[config.mk]
export PLATFORM = sky130hd
export DESIGN_NAME = stage_2_control
export DESIGN_NICKNAME = d
export VERILOG_FILES = /design/src/rtl/stage_2_control.sv
export SDC_FILE = /design/constraint.sdc
export NUM_CORES = 1
export LEC_CHECK = 0
export BUFFER_PORTS_ARGS = -buffer_cell sky130_fd_sc_hd__clkbuf_2
export CAP_MARGIN = 20
export CORE_MARGIN = 2
export CORE_UTILIZATION = 40
export CTS_BUF_LIST = sky130_fd_sc_hd__clkbuf_2
export DETAILED_ROUTE_END_ITERATION = 8
export SYNTH_ARGS = -nofsm -noshare
export SYNTH_HDL_FRONTEND = slang
export SYNTH_SLANG_ARGS = --single-unit
[constraint.sdc]
create_clock -name CLK -period 2.7 [get_ports CLK]
set_input_delay 0.54 -clock CLK [delete_from_list [all_inputs] [get_ports CLK]]
set_output_delay 0.54 -clock CLK [all_outputs]
set_load 0.03 [all_outputs]
[src/rtl/stage_2_control.sv]
// Purpose: stage 2 fetch controller; reads the 4-word instruction at in_pc and then its A/B operands, strobing the stage 2 register write enables.
// Latency: out_valid 8 cycles after the accepting IDLE cycle, 7 when operand A is forwarded.
// Backpressure: holds out_valid in DONE until out_ready, with no memory reads; in_ready only in IDLE.
//
// Ports:
//   CLK, reset        rising-edge clock, synchronous active-high reset
//   flush             synchronous abort back to IDLE
//   in_valid/in_ready/in_pc       instruction pointer handshake from stage 1
//   mem_rd/mem_addr/MemOut        memory read port, data returns the cycle after mem_rd
//   fwd_valid/fwd_addr            pending result of a later stage (operand A bypass)
//   writeOp/writeA/writeB/writeDest/valA   stage 2 register write enables and A-source select
//   out_valid/out_ready           completed instruction handshake to downstream
//
// Build option: define STAGE2_FWD_EN to enable the operand A forward path.
module stage_2_control (
  input  logic        CLK,
  input  logic        reset,
  input  logic        flush,
  input  logic        in_valid,
  input  logic [15:0] in_pc,
  output logic        in_ready,
  output logic        mem_rd,
  output logic [15:0] mem_addr,
  input  logic [15:0] MemOut,
  input  logic        fwd_valid,
  input  logic [15:0] fwd_addr,
  output logic        writeOp,
  output logic        writeA,
  output logic        writeB,
  output logic        writeDest,
  output logic        valA,
  output logic        out_valid,
  input  logic        out_ready
);

  typedef enum logic [3:0] {
    IDLE, RD0, RD1, RD2, RD3, RDA, RDB, WB, DONE
  } state_t;

  state_t      state;
  state_t      nextState;
  logic [15:0] pcR;
  logic [15:0] aaddrR;
  logic [15:0] baddrR;
  logic        fwdHit;

  logic        inReadyC;
  logic        memRdC;
  logic [15:0] memAddrC;
  logic        writeOpC;
  logic        writeAC;
  logic        writeBC;
  logic        writeDestC;
  logic        valAC;
  logic        outValidC;

`ifdef STAGE2_FWD_EN
  assign fwdHit = fwd_valid && (fwd_addr == aaddrR);
`else
  // Forward inputs are deliberately unused in this build.
  logic unusedFwd;
  assign unusedFwd = ^{fwd_valid, fwd_addr};
  assign fwdHit    = 1'b0;
`endif

  always_ff @(posedge CLK) begin
    if (reset) begin
      state  <= IDLE;
      pcR    <= 16'h0000;
      aaddrR <= 16'h0000;
      baddrR <= 16'h0000;
    end else begin
      state <= nextState;
      if (state == IDLE && in_valid && !flush) pcR <= in_pc;
      if (state == RD2 && !flush) aaddrR <= MemOut;
      if (state == RD3 && !flush) baddrR <= MemOut;
    end
  end

  always_comb begin
    nextState  = state;
    inReadyC   = 1'b0;
    memRdC     = 1'b0;
    memAddrC   = 16'h0000;
    writeOpC   = 1'b0;
    writeAC    = 1'b0;
    writeBC    = 1'b0;
    writeDestC = 1'b0;
    valAC      = 1'b0;
    outValidC  = 1'b0;
    case (state)
      IDLE: begin
        inReadyC = 1'b1;
        if (in_valid) nextState = RD0;
      end
      RD0: begin
        memRdC    = 1'b1;
        memAddrC  = pcR;
        nextState = RD1;
      end
      RD1: begin
        writeOpC  = 1'b1;
        memRdC    = 1'b1;
        memAddrC  = pcR + 16'd1;
        nextState = RD2;
      end
      RD2: begin
        memRdC    = 1'b1;
        memAddrC  = pcR + 16'd2;
        nextState = RD3;
      end
      RD3: begin
        memRdC    = 1'b1;
        memAddrC  = pcR + 16'd3;
        nextState = RDA;
      end
      RDA: begin
        // MemOut carries the Dest word here; a forward hit takes A from
        // valA1 in the same cycle and skips the A memory read.
        writeDestC = 1'b1;
        memRdC     = 1'b1;
        if (fwdHit) begin
          writeAC   = 1'b1;
          valAC     = 1'b1;
          memAddrC  = baddrR;
          nextState = WB;
        end else begin
          memAddrC  = aaddrR;
          nextState = RDB;
        end
      end
      RDB: begin
        writeAC   = 1'b1;
        memRdC    = 1'b1;
        memAddrC  = baddrR;
        nextState = WB;
      end
      WB: begin
        writeBC   = 1'b1;
        nextState = DONE;
      end
      DONE: begin
        outValidC = 1'b1;
        if (out_ready) nextState = IDLE;
      end
      default: nextState = IDLE;
    endcase

    // Abort overrides every transition and suppresses all side effects of
    // the aborted cycle. in_ready drops too so stage 1 never sees a
    // handshake that the controller is about to discard.
    if (flush) begin
      nextState  = IDLE;
      inReadyC   = 1'b0;
      memRdC     = 1'b0;
      writeOpC   = 1'b0;
      writeAC    = 1'b0;
      writeBC    = 1'b0;
      writeDestC = 1'b0;
      valAC      = 1'b0;
    end
  end

  // Reset is synchronous, so the state register may still hold a mid-flight
  // state during the reset cycle; gate outputs so nothing escapes then.
  assign in_ready  = inReadyC   && !reset;
  assign mem_rd    = memRdC     && !reset;
  assign mem_addr  = memAddrC;
  assign writeOp   = writeOpC   && !reset;
  assign writeA    = writeAC    && !reset;
  assign writeB    = writeBC    && !reset;
  assign writeDest = writeDestC && !reset;
  assign valA      = valAC      && !reset;
  assign out_valid = outValidC  && !reset;

endmodule

==> reports/metrics.yaml <==
timing:
  finalCritPeriodShare: 1.14
  fin_worst_skew_ps: 23.0
  finalHoldViolCount: 0
  setup-violations-final: 15
  tightest_slew_ps: 660
  fmax_mhz: 326
  slew_viol_final: 0
  rsz0062_at_grt: "yes"
  worst_slack_ps: -371
  post-route-min-period_ps: 3070
  slew_headroom: 0.560
drt:
  drc: 0
  routed-wl-met3_um: 533
  vias: 3227
  via_per_inst: 5.46
  drt_pass1_iterations: 4
  wl_met2_um: 4710
  drt_iter0_drc: 282
  wl_per_cell_um: 16.2
  top_layer_used: "met4"
  wl_um: 9550
  wl_met1_um: 4150
  drtAntennaViolNets: 0
placed_design:
  port_buffers: 59
  place_hpwl_um: 6320
  place.gp.congestion: 0.906
  place_ws_ps: 90.3
min_path:
  whs_path_depth: 3
  holdCritStartpoint: "in_pc[1]"
  hp-class: "in -> reg"
  min_to: "pcR[1]"
run:
  cap_violations: 0
layout:
  mostFrequentLayoutCell: "nand2_1"
  seqCellArea_um2: 1050
  synthToLayoutAreaGrowth_pct: 39.4
  diodes: 0
  nFillCells: 673
  final_cell_mix: "nand2_1, a21oi_1, clkbuf_2"
  drive_above_1_share: 0.350
  nets: 547
  multi_input_area_um2: 2130
cts:
  cts_hold_buf: 0
  cts_buffers: 5
  cts_root_buf: "clkbuf_2"
  cts_tree: "done"
  clock_latency_ps: 480
  htreeDepth: 2
  clkTransAtPathRegs_ps: 300
  cts.sinks: 52
  clockBufferDepth: 2
die:
  coreArea_um2: 7250
  die_h_um: 90.4
  start_util: 0.412
  die-width_um: 90.4
  fp.dieArea_um2: 8180
  rows: 31
  num_io_pins: 78
logic_synthesis:
  syn_nets: 463
  ys_top_cells_by_area: "dfxtp_1, nand2_1, a21oi_1"
  synthFlopType: "dfxtp_1"
  yosysTopAreaCellShare: 0.348
  ys_seq_area_frac: 0.348
  synthArstFlopShare: 0
  syn_avg_cell_area_um2: 7.34
  yosys_warnings: 0
  synth_cell_types: 54
  synth_seq_cells: 52
  netlist_instances: 407
  synth.largest_area_cell: "dfxtp_1"
  synth_edf_count: 0
  syn_area_um2: 2990
global_routing:
  grt_pass1_vias: 2864
  antenna_found_initial: 0
  grt_overflow: 0
  grtUsageTotal: 0.219
  grt_pass1_wl_um: 14500
  grt_max_degree: 46
critical_path:
  rr_startpoint: "state[2]"
  reg2reg_depth: 9
  arrival_ps: 2530
  crit_fanout: 5
  worstPathRequired_ps: 2160
  crit_path_start_kind: "flop"
  critPathKind: "reg -> out"
  worstReg2RegEnd: "pcR[2]"
  worst_setup_path_end_kind: "primary output"
  ff2ff_setup_slack_ps: 660
status:
  violations: "setup timing"
  status: "complete, but fails checks"
power:
  power_density_nw_per_um2: 355
  leakagePower_nw: 1.51
  total_power_mw: 1.48
  ir_drop_v: 0.000173
[metrics by stage]
| stage | setup TNS, ps | instances | cell area, µm² | utilization | hold slack [ps] |
|---|---|---|---|---|---|
| final | -3850 | 591 | 4170 | 0.574 | 225 |
| after detailed placement | 0 | 563 | 3480 | 0.480 | 448 |
| after global routing | -5330 | 591 | 4170 | 0.574 | 191 |
| after floorplan | 0 | 407 | 2990 | - | 433 |
| after CTS | -3660 | 581 | 3860 | 0.532 | 220 |
| after global placement | 0 | 563 | 3480 | 0.480 | 443 |
[flip-flops by register name, indices dropped and copies added (netlist names)]
register / count
aaddrR: 16
baddrR: 16
pcR: 16
state: 4
[synthesized netlist by cell type, types with 2 or more instances]
cell	count
nand2_1	115
a21oi_1	57
dfxtp_1	52
nor2_1	22
clkbuf_1	18
nor3_1	14
xnor2_1	13
buf_2	9
xor2_1	9
a22oi_1	7
nand4_1	7
o221ai_1	7
nand3_1	6
a22o_1	5
mux2_2	4
nand2b_1	4
nor2b_1	4
o21ai_0	4
and3_1	3
or3_1	3
a222oi_1	2
a31oi_1	2
and2_1	2
and4_1	2
buf_4	2
ha_1	2
nor3b_2	2
nor4_1	2
o22ai_1	2
or2_2	2
[report_power, final]
group | total, mW | switching [mW] | internal, mW
Sequential | 0.807 | 0.0221 | 0.785
Clock | 0.450 | 0.283 | 0.167
Combinational | 0.221 | 0.126 | 0.0951
Total | 1.48 | 0.431 | 1.05
[critical path, cell delays in order (launching register included)]
cell and delay, ps:
dfxtp_4 420, nor4b_4 320, xor2_1 200, ha_2 240, a21oi_4 70, nor4_4 300
xnor2_1 100, o221ai_1 200, buf_4 200
[routing by layer]
| layer | GRT usage | up-vias |
|---|---|---|
| met4 | 0.0551 | 0 |
| li1 | - | 1588 |
| met1 | 0.295 | 1523 |
| met2 | 0.367 | 103 |
| met3 | 0.0334 | 13 |
| met5 | 0 | - |
[logic make-up (layout without fill, tap and decap cells)]
group	Yosys count	count (layout)	share of synthesized area
AOI/OAI and AO/OA	98	99	0.206
xor gates and xnor gates	22	22	0.0645
adders and majority gates	3	3	0.0130
buffers and inverters	32	115	0.0494
DFF	52	52	0.348
muxes	5	5	0.0184
other	1	1	0.00125
and+or+nand+nor	194	195	0.299
[timing repair]
item	in CTS	in global routing
resized for setup	58	55
endpoints found under the setup margin	16	16
setup buffers	9	11
cloned	1	1
pin swaps	12	23
hold endpoints to repair	0	0
[worst max path at each step]
stage                  start           end
floorplan           state[1]  mem_addr[10]
global placement    state[0]   mem_addr[2]
detailed placement  state[0]   mem_addr[2]
CTS                 state[0]  mem_addr[12]
global route        state[1]  mem_addr[12]
finish              state[1]  mem_addr[12]
[layout make-up]
class,count,share of cell area
Sequential cell,52,0.252
Multi-Input combinational cell,325,0.512
Timing Repair Buffer,106,0.187
Clock buffer,5,0.00601
Clock inverter,3,0.0120
Inverter,1,0.000901
Tap cell,99,0.0297
Power figures use the tool's default switching activity.
